<file path="config.mk">
export PLATFORM = sky130hd
export DESIGN_NAME = scratch_sdram_responder_flat
export DESIGN_NICKNAME = d
export VERILOG_FILES = /design/src/rtl/scratch_sdram_responder_if.sv /design/src/rtl/scratch_sdram_responder.sv /design/src/flat_wrapper.sv
export SDC_FILE = /design/constraint.sdc
export NUM_CORES = 1
export LEC_CHECK = 0
export ABC_AREA = 1
export CAP_MARGIN = 20
export CORE_MARGIN = 2
export CORE_UTILIZATION = 56
export CTS_CLUSTER_DIAMETER = 100
export DETAILED_ROUTE_END_ITERATION = 8
export PLACE_DENSITY_LB_ADDON = 0.08
export RECOVER_POWER = 50
export SLEW_MARGIN = 20
export SYNTH_ARGS = -nofsm -noshare
export SYNTH_HDL_FRONTEND = slang
export SYNTH_SLANG_ARGS = --single-unit
</file>
<file path="constraint.sdc">
create_clock -name clk -period 3.4 [get_ports clk]
set_input_delay 0.68 -clock clk [delete_from_list [all_inputs] [get_ports clk]]
set_output_delay 0.68 -clock clk [all_outputs]
set_load 0.005 [all_outputs]
</file>
<file path="src/rtl/scratch_sdram_responder_if.sv">
// scratch_sdram_responder_if: game-side ROM request handshake bundle
interface scratch_sdram_responder_if;
    logic        sdram_req;
    logic [21:0] sdram_addr;
    logic        sdram_ack;
    logic [31:0] data_read;
    logic        data_rdy;
    modport master (output sdram_req, sdram_addr, input sdram_ack, data_read, data_rdy);
    modport slave (input sdram_req, sdram_addr, output sdram_ack, data_read, data_rdy);
endinterface

</file>
<file path="src/rtl/scratch_sdram_responder.sv">
// scratch_sdram_responder: turns game ROM requests into two 16-bit reads, inserts refresh windows
module scratch_sdram_responder #(
    parameter int REFRESH_CYCLES = 8,
    parameter int TIMEOUT        = 255
) (
    input  logic                            clk,
    input  logic                            rst_n,
    scratch_sdram_responder_if.slave        game,
    input  logic                            refresh_en,
    input  logic                            downloading,
    output logic [21:0]                     mem_addr,
    output logic                            mem_rd,
    input  logic [15:0]                     mem_din,
    input  logic                            mem_valid,
    output logic                            busy,
    output logic                            err
);
    localparam int CMAX = TIMEOUT > REFRESH_CYCLES ? TIMEOUT : REFRESH_CYCLES;
    localparam int CW   = $clog2(CMAX + 1);
    typedef enum logic [2:0] {IDLE, ACK, RD_LO, WT_LO, RD_HI, WT_HI, DONE, REFRESH} state_t;
    state_t        state;
    logic [21:0]   addr;
    logic [15:0]   lo, hi;
    logic [CW-1:0] cnt;
    logic          timed_out;
    assign timed_out = cnt == CW'(TIMEOUT);
    assign busy      = state != IDLE;
    // Request FSM: strobes are set on entry to the state they belong to, data_rdy on leaving DONE
    always_ff @(posedge clk or negedge rst_n)
        if (!rst_n) begin
            state          <= IDLE;
            addr           <= '0;
            lo             <= '0;
            hi             <= '0;
            cnt            <= '0;
            mem_addr       <= '0;
            mem_rd         <= 1'b0;
            err            <= 1'b0;
            game.sdram_ack <= 1'b0;
            game.data_read <= '0;
            game.data_rdy  <= 1'b0;
        end else begin
            game.sdram_ack <= 1'b0;
            game.data_rdy  <= 1'b0;
            mem_rd         <= 1'b0;
            case (state)
                IDLE:
                    if (!downloading && game.sdram_req) begin
                        addr           <= game.sdram_addr;
                        game.sdram_ack <= 1'b1;
                        state          <= ACK;
                    end else if (!downloading && refresh_en) begin
                        cnt   <= '0;
                        state <= REFRESH;
                    end
                ACK: begin
                    mem_addr <= addr;
                    mem_rd   <= 1'b1;
                    state    <= RD_LO;
                end
                RD_LO: begin
                    cnt   <= '0;
                    state <= WT_LO;
                end
                WT_LO:
                    if (mem_valid || timed_out) begin
                        lo       <= mem_valid ? mem_din : 16'hFFFF;
                        err      <= err | !mem_valid;
                        mem_addr <= addr + 22'd1;
                        mem_rd   <= 1'b1;
                        state    <= RD_HI;
                    end else
                        cnt <= cnt + CW'(1);
                RD_HI: begin
                    cnt   <= '0;
                    state <= WT_HI;
                end
                WT_HI:
                    if (mem_valid || timed_out) begin
                        hi    <= mem_valid ? mem_din : 16'hFFFF;
                        err   <= err | !mem_valid;
                        state <= DONE;
                    end else
                        cnt <= cnt + CW'(1);
                DONE: begin
                    game.data_read <= {hi, lo};
                    game.data_rdy  <= 1'b1;
                    state          <= IDLE;
                end
                REFRESH:
                    if (cnt == CW'(REFRESH_CYCLES - 1))
                        state <= IDLE;
                    else
                        cnt <= cnt + CW'(1);
                default: state <= IDLE;
            endcase
        end
endmodule

</file>
<file path="src/flat_wrapper.sv">
// flat-port wrapper written by rule: the top's interface ports become plain ports
module scratch_sdram_responder_flat 
#(
    parameter int REFRESH_CYCLES = 8,
    parameter int TIMEOUT        = 255
)
  (clk, rst_n, refresh_en, downloading, mem_addr, mem_rd, mem_din, mem_valid, busy, err, game_sdram_req, game_sdram_addr, game_sdram_ack, game_data_read, game_data_rdy);
  scratch_sdram_responder_if game_i ();
  input  logic clk;
  input  logic rst_n;
  input  logic refresh_en;
  input  logic downloading;
  output logic [21:0] mem_addr;
  output logic mem_rd;
  input  logic [15:0] mem_din;
  input  logic mem_valid;
  output logic busy;
  output logic err;
  input wire logic [$bits(game_i.sdram_req)-1:0] game_sdram_req;
  input wire logic [$bits(game_i.sdram_addr)-1:0] game_sdram_addr;
  output wire logic [$bits(game_i.sdram_ack)-1:0] game_sdram_ack;
  output wire logic [$bits(game_i.data_read)-1:0] game_data_read;
  output wire logic [$bits(game_i.data_rdy)-1:0] game_data_rdy;
  assign game_i.sdram_req = game_sdram_req;
  assign game_i.sdram_addr = game_sdram_addr;
  assign game_sdram_ack = game_i.sdram_ack;
  assign game_data_read = game_i.data_read;
  assign game_data_rdy = game_i.data_rdy;
  scratch_sdram_responder #(.REFRESH_CYCLES(REFRESH_CYCLES), .TIMEOUT(TIMEOUT)) u_core (.clk(clk), .rst_n(rst_n), .game(game_i), .refresh_en(refresh_en), .downloading(downloading), .mem_addr(mem_addr), .mem_rd(mem_rd), .mem_din(mem_din), .mem_valid(mem_valid), .busy(busy), .err(err));
endmodule
</file>
# Word level (Yosys, flattened, before mapping)
# Cells that the tools add are included.
# W data, S select, Z words.
# classes
add_sub_neg	2
muxes	19
n_eq_ne	17
n_bitwise	1
n_reduce_logical	18
# ops
operator	count
$pmux W22 S2	1
$mux W8	4
$pmux W8 S4	1
$pmux W3 S8	1
$add A22 B1 Y22 const B	1
$mux W22	1
$mux W16	1
$mux W3	5
$eq A3 B3 Y1 const B	4
$reduce_and A2 Y1	5
$add A8 B1 Y8 const B	1
$eq A8 B3 Y1 const B	1
$eq A8 B8 Y1 const B	1
$ne A2 B1 Y1 const B	4
$eq A3 B2 Y1 const B	2
$ne A2 B2 Y1 const B	3
$reduce_and A5 Y1	1
$mux W1	4
$reduce_and A4 Y1	1
$reduce_bool A4 Y1	1
$reduce_or A2 Y1	2
$eq A3 B1 Y1 const B	1
$logic_not A3 Y1	1
$ne A3 B1 Y1 const B	1
7 further kinds	9
# word_totals
reg_bits	123
input_bits	44
word_cells	68
output_inout_bits	59

# Depth between registers and ports, before layout
# Gate-level depths: netlist (run 1).
# depth
word_depth	5
depth_mapped	10
depth_no_buf	9

# Worst setup path before layout (run 1)
# OpenSTA, ideal clock, no wires.
# synth_path
path_kind	in2reg
startpoint	input port mem_valid
endpoint	register u_core.mem_addr[1]
required_ps	3276
path_buffers	2
setup_slack_ps	1826
t_arrival_ps	1450
stages	7
setup_time_ps	124
path_cell_list	clkinv_1 > nand2_2 > nand2_2 > buf_6 > buf_2 > nand3_1 > nand2_1
# synth_between
elab_chain_cells	3
# synth_lines
element	line_no	rtl
from (decl)	flat_wrapper.sv:16	input logic mem_valid;
$logic_or A1 B1 Y1	scratch_sdram_responder.sv:66	if (mem_valid || timed_out) begin
$ne A2 B1 Y1 (no source line)	-	
$reduce_and A2 Y1 (no source line)	-	
to (signal assigned)	scratch_sdram_responder.sv:57	mem_addr <= addr;
to (signal assigned)	scratch_sdram_responder.sv:69	mem_addr <= addr + 22'd1;
to (decl)	scratch_sdram_responder.sv:11	output logic [21:0] mem_addr,
# No other way between the ends.
# A chain may end at the register's enable or synchronous reset.

# Worst setup path after layout (run 1)
# layout_path
startpoint	register u_core.state[0]
endpoint	output port busy
# layout_between
elab_chain_cells	1
# layout_lines
element	line_no	rtl
from (decl)	scratch_sdram_responder.sv:21	state_t state;
from (signal assigned)	scratch_sdram_responder.sv:31	state <= IDLE;
from (signal assigned)	scratch_sdram_responder.sv:51	state <= ACK;
from (signal assigned)	scratch_sdram_responder.sv:54	state <= REFRESH;
$reduce_bool A3 Y1	scratch_sdram_responder.sv:27	assign busy = state != IDLE;
to (decl)	flat_wrapper.sv:17	output logic busy;
# No other way between the ends.

==> results.cfg, run 1 <==
[yosys]
yosys_register_bits = 123
synthTopCellsByArea = dfrtp_1 (56%), nand2_1 (18%), nand3_1 (5.1%)
ys_seq_area_frac = 0.558
synthCells = 669
synth_top_cell_by_area = dfrtp_1
netlist_area_mm2 = 0.00552
yosysTopAreaCellShare = 0.558
synth.distinct_cells = 29
syn-num-nets = 715
syn-mean-instance-area_um2 = 8.25
synth_warnings = 0

[job]
drv_cap = 1

[critical_path]
crit_buf_inv = 1
cpMaxStageDelayCell = dfrtp_1
cp.required_ns = 2.72
cp-end-kind = output pin
crit_arrival_ns = 2.03
cp_max_fo = 14
worstPathCellList = nor2_1 -> nand2_1 -> clkdlybuf4s50_1
path_class = reg -> out
critical-path-top-delay-family = flip-flops
slowest_delay_ns = 0.64
cp-start-kind = flip-flop

[grt]
grt_pass1_wl_um = 21500
grt_max_degree = 62
grt_pass1_vias = 4563
antenna_found_initial = 0
grt.overflow.total = 0
grt_usage = 0.265

[routing]
route.detailed.drc = 0
vias_per_cell = 5.24
detail_route.iter0.violations = 229
first_pass_iters = 5
ant_nets = 0
post_drt_wl_per_cell_um = 14.3
wl_um = 13100
vias = 4803

[sta]
slew_viol_final = 62
layout_min_cycle_time_ns = 2.71
worst_pin_slew_ns = 1.56
worst_hold_slack_ns = 0.471
finClkSkew_ns = 0.0112
min_period_over_period = 0.796
rsz0062_at_grt = false
hold_viol = 0
maxSlewHeadroom = -0.0378
layout_setup_ws_ns = 0.693
fmax_ghz = 0.369
finalSetupViolations = 0
setup_tns_ns = 0

[floorplanning]
fp.dieW_um = 103
start_util = 0.570
core_mm2 = 0.00968
dieArea_mm2 = 0.0107
ios = 103
die_y_um = 103
rows = 36

[clocking]
cts_sinks = 123
cts_hold_buf = 0
clock_latency_ns = 0.52
cts_buffer_depth = 2
cts_buffers = 17
path_clk_slew_ns = 0.06
cts_tree = yes
htreeDepth = 4
postCtsResizedCells = 0
ctsRootBufferMaster = clkbuf_8
postCtsSetupBuffers = 0

[power]
peakVddDrop_v = 0.000488
total_power_mw = 6.57
leakage_nw = 3.49
p_per_area_mw_per_mm2 = 914

[placement]
hpwl_um = 8910
io_buffers = 102
pre_cts_slack_ns = 0.686
placed_cells = 884
place_area_mm2 = 0.00662
routabilityCongestion = 0.820

[worst_hold_path]
hold_class = reg -> reg

[cells_and_area]
final_cell_mix = nand2_1 (271), dfrtp_1 (123), clkdlybuf4s50_1 (101)
fin_cells = 916
syn_to_final_growth_pct = 30.2
drive_gt1_frac = 0.0664
final_common_cell = nand2_1
fin_util = 0.742
fin_nets = 816
diodes = 0
fin_area_mm2 = 0.00719

[run_status]
status = complete, but fails checks
violations = max-capacitance violations, max-slew violations
## cell families (layout without fill, tap and decap cells)
family / after synthesis / in the layout / synth area share
buffers and inverters: 63 / 177 / 0.0499
AO/OA/AOI/OAI: 66 / 66 / 0.0621
AND/OR/NAND/NOR: 405 / 405 / 0.310
flip-flops: 123 / 123 / 0.558
adder cells (fa/ha/maj): 2 / 2 / 0.00453
XOR/XNOR: 10 / 10 / 0.0159
## final timing paths
kind / startpoint / end / slack [ns] / depth (start not counted)
min in group asynchronous: rst_n / u_core.game.data_read[29] / 0.54 / 1
max in group asynchronous: rst_n / u_core.state[0] / 0.96 / 2
hold reg to reg: u_core.hi[3] / u_core.game.data_read[19] / 0.47 / 2
setup reg to reg: u_core.cnt[0] / u_core.mem_addr[0] / 0.77 / 9
setup / recovery: u_core.state[0] / busy / 0.69 / 3
hold / removal: u_core.hi[3] / u_core.game.data_read[19] / 0.47 / 2
## state kept, by name, summed over array words and instances, names as in the netlist
register               flops
u_core.addr               22
u_core.cnt                 8
u_core.err                 1
u_core.game.data_rdy       1
u_core.game.data_read     32
u_core.game.sdram_ack      1
u_core.hi                 16
u_core.lo                 16
u_core.mem_addr           22
u_core.mem_rd              1
u_core.state               3
## metal layers
layer / part of all wire / vias to the layer above / GRT usage
li1: - / 2336 / -
met1: 0.42 / 2284 / 0.333
met2: 0.50 / 155 / 0.442
met3: 0.054 / 28 / 0.0706
met4: 0.022 / 0 / 0.105
met5: 0 / - / 0
## cell type report
| type | instances | area [µm²] |
|---|---|---|
| fillers | 724 | 2500 |
| multi-input cells | 483 | 2150 |
| well taps | 133 | 166 |
| flip-flops and latches | 123 | 3080 |
| inverters | 36 | 135 |
| repair buffers | 109 | 1050 |
| clock inverters | 6 | 108 |
| clock buffers | 26 | 498 |
## worst register-to-register path, cell delays in order, from the launching register on
cell     delay, ns
dfrtp_1       0.41
ha_1          0.26
nand3_1       0.16
inv_1         0.08
nand2_1       0.09
nand2_2       0.08
nand2_1       0.56
nand2_2       0.56
nor2_1        0.23
a21oi_1       0.06
## where the power goes
part | leakage [nW] | internal [mW] | switching [mW] | total (mW)
logic | 1.66 | 1.03 | 1.12 | 2.15
registers | 1.53 | 2.12 | 0.481 | 2.60
clock network | 0.295 | 1.21 | 0.610 | 1.82
## cell usage after synthesis (all sizes together)
library cell  instances
nand2               278
dfrtp               123
nand3                59
nor2                 55
o21ai                51
inv                  35
buf                  18
a21oi                10
clkbuf                9
xor2                  9
nand3b                4
nor3                  4
o21bai                4
ha                    2
nand4                 2
or2                   2
and2                  1
clkinv                1
o211ai                1
xnor2                 1
(Power assumes the default switching activity.)
==> inputs of run 2 (changes only) <==
Settings changed: CORE_UTILIZATION 56 to 47.
Clock period 3.4 ns to 2.35 ns, I/O delays scaled along.
==> run 2 against run 1 <==
The flow now finishes without violations; register-to-register slack got worse by 0.39 ns; combinational power is 47% higher; clock power is 37% higher; sequential share of layout area is 0.20 points lower; final cell count grew 1.1%; setup slack lost 0.46 ns; wire length decreased by 1.8%; worst hold slack worse by 0.24 ns; first-iteration DRC count is 61% higher; largest cell class unchanged.
==> results.cfg, run 2 (synthesis gave the netlist of run 1 again) <==
[run_status]
status = completed

[cells_and_area]
largest_register_ffs = 32
diodes = 0
fin_nets = 818
fin_cells = 926
fin_util = 0.632
final_cell_mix = nand2_1 (270), dfrtp_1 (123), clkdlybuf4s50_1 (97)
drive_gt1_frac = 0.0754
reg_top3 = u_core.game.data_read (32), u_core.addr (22), u_core.mem_addr (22)
top_register = u_core.game.data_read
final_common_cell = nand2_1
syn_to_final_growth_pct = 30.8

[grt]
grt_max_degree = 54
grt_use_met3 = 0.0481
grt_pass1_vias = 4577
met1_usage = 0.296
grt_usage = 0.218
grt_use_met2 = 0.341
top_usage_layer = met2
antenna_found_initial = 0
grt_pass1_wl_um = 21900
grt.overflow.total = 0

[clocking]
cts_sinks = 123
cts_buffers = 17
postCtsSetupBuffers = 0
htreeDepth = 4
path_clk_slew_ns = 0.05
cts_hold_buf = 0
cts_tree = yes
postCtsResizedCells = 0
clock_latency_ns = 0.42
cts_buffer_depth = 2
ctsRootBufferMaster = clkbuf_16

[critical_path]
path_class = reg -> out
crit_arrival_ns = 1.65
cp.required_ns = 1.88
cp-start-kind = flip-flop
cp_max_fo = 6
cp-end-kind = output pin

[sta]
finClkSkew_ns = 0.00746
hold_viol = 0
slew_viol_final = 0
min_period_over_period = 0.900
layout_min_cycle_time_ns = 2.12
fmax_ghz = 0.473
maxSlewHeadroom = 0.309
rsz0062_at_grt = false
finalSetupViolations = 0
worst_pin_slew_ns = 1.04
setup_tns_ns = 0

[routing]
detail_route.iter0.violations = 369
first_pass_iters = 5
ant_nets = 0
vias = 4710
wl_um = 12900
route.detailed.drc = 0
vias_per_cell = 5.09
post_drt_wl_per_cell_um = 13.9

[worst_hold_path]
hold_class = in -> async

[power]
leakage_nw = 3.52
p_per_area_mw_per_mm2 = 1300
peakVddDrop_v = 0.000861

[floorplanning]
die_y_um = 112
ios = 103
start_util = 0.483
core_mm2 = 0.0114
rows = 39
fp.dieW_um = 112
dieArea_mm2 = 0.0126

[placement]
placed_cells = 896
routabilityCongestion = 0.817
hpwl_um = 8910
io_buffers = 102

[job]
drv_cap = 0
run 2: cell types whose count changed in the layout (fill, tap and decap cells not counted), moves of 2 or more:
cell,change
buf_4,+2
o21ai_0,-2
clkbuf_8,-3
o21ai_1,+2
clkbuf_2,+2
clkbuf_1,-5
clkdlybuf4s50_1,-4
dlygate4sd3_1,+4
buf_12,+2
run 2: path summary, 6_finish.rpt:
| path | startpoint | end | slack, ns | depth (start not counted) |
|---|---|---|---|---|
| max | u_core.state[2] | busy | 0.23 | 3 |
| min | rst_n | u_core.game.data_read[30] | 0.23 | 1 |
| max reg2reg | u_core.cnt[0] | u_core.lo[15] | 0.38 | 9 |
| min reg2reg | u_core.hi[14] | u_core.game.data_read[30] | 0.47 | 2 |
| max in group asynchronous | rst_n | u_core.mem_addr[12] | 0.77 | 2 |
| min in group clk | u_core.hi[14] | u_core.game.data_read[30] | 0.47 | 2 |
run 2: worst max-delay path, stage by stage (launching register included):
cell and delay (ns):
dfrtp_1 0.49, inv_2 0.11, nand2_1 0.13, clkdlybuf4s50_1 0.51
run 2: report_power, final:
part | internal (mW) | total (mW) | switching (mW)
clock | 1.63 | 2.50 | 0.876
sequential | 3.06 | 3.74 | 0.676
combinational | 1.55 | 3.17 | 1.62
run 2: area by class of cell:
type,count,area [µm²]
Timing Repair Buffer,111,1100
Clock buffer,23,478
Fill cell,1015,4200
Tap cell,143,179
Sequential cell,123,3080
Inverter,36,135
Clock inverter,7,91.3
Multi-Input combinational cell,483,2150
run 2: stage by stage:
step / instance area, µm² / power [mW] / setup WS, ns / hold slack [ns]
after floorplan: 5520 / 5.44 / 0.832 / 0.174
after global placement: 6680 / 6.87 / 0.418 / 0.452
after detailed placement: 6680 / 6.96 / 0.369 / 0.456
after CTS: 7250 / 9.51 / 0.168 / 0.0506
after global routing: 7220 / 10.1 / 0.168 / 0.312
final: 7220 / 9.41 / 0.234 / 0.229
run 2: metal layers:
metal	vias up	share of wire
met1	2240	0.48
met2	121	0.46
met5	-	0
met4	0	0.019
li1	2327	-
met3	22	0.044
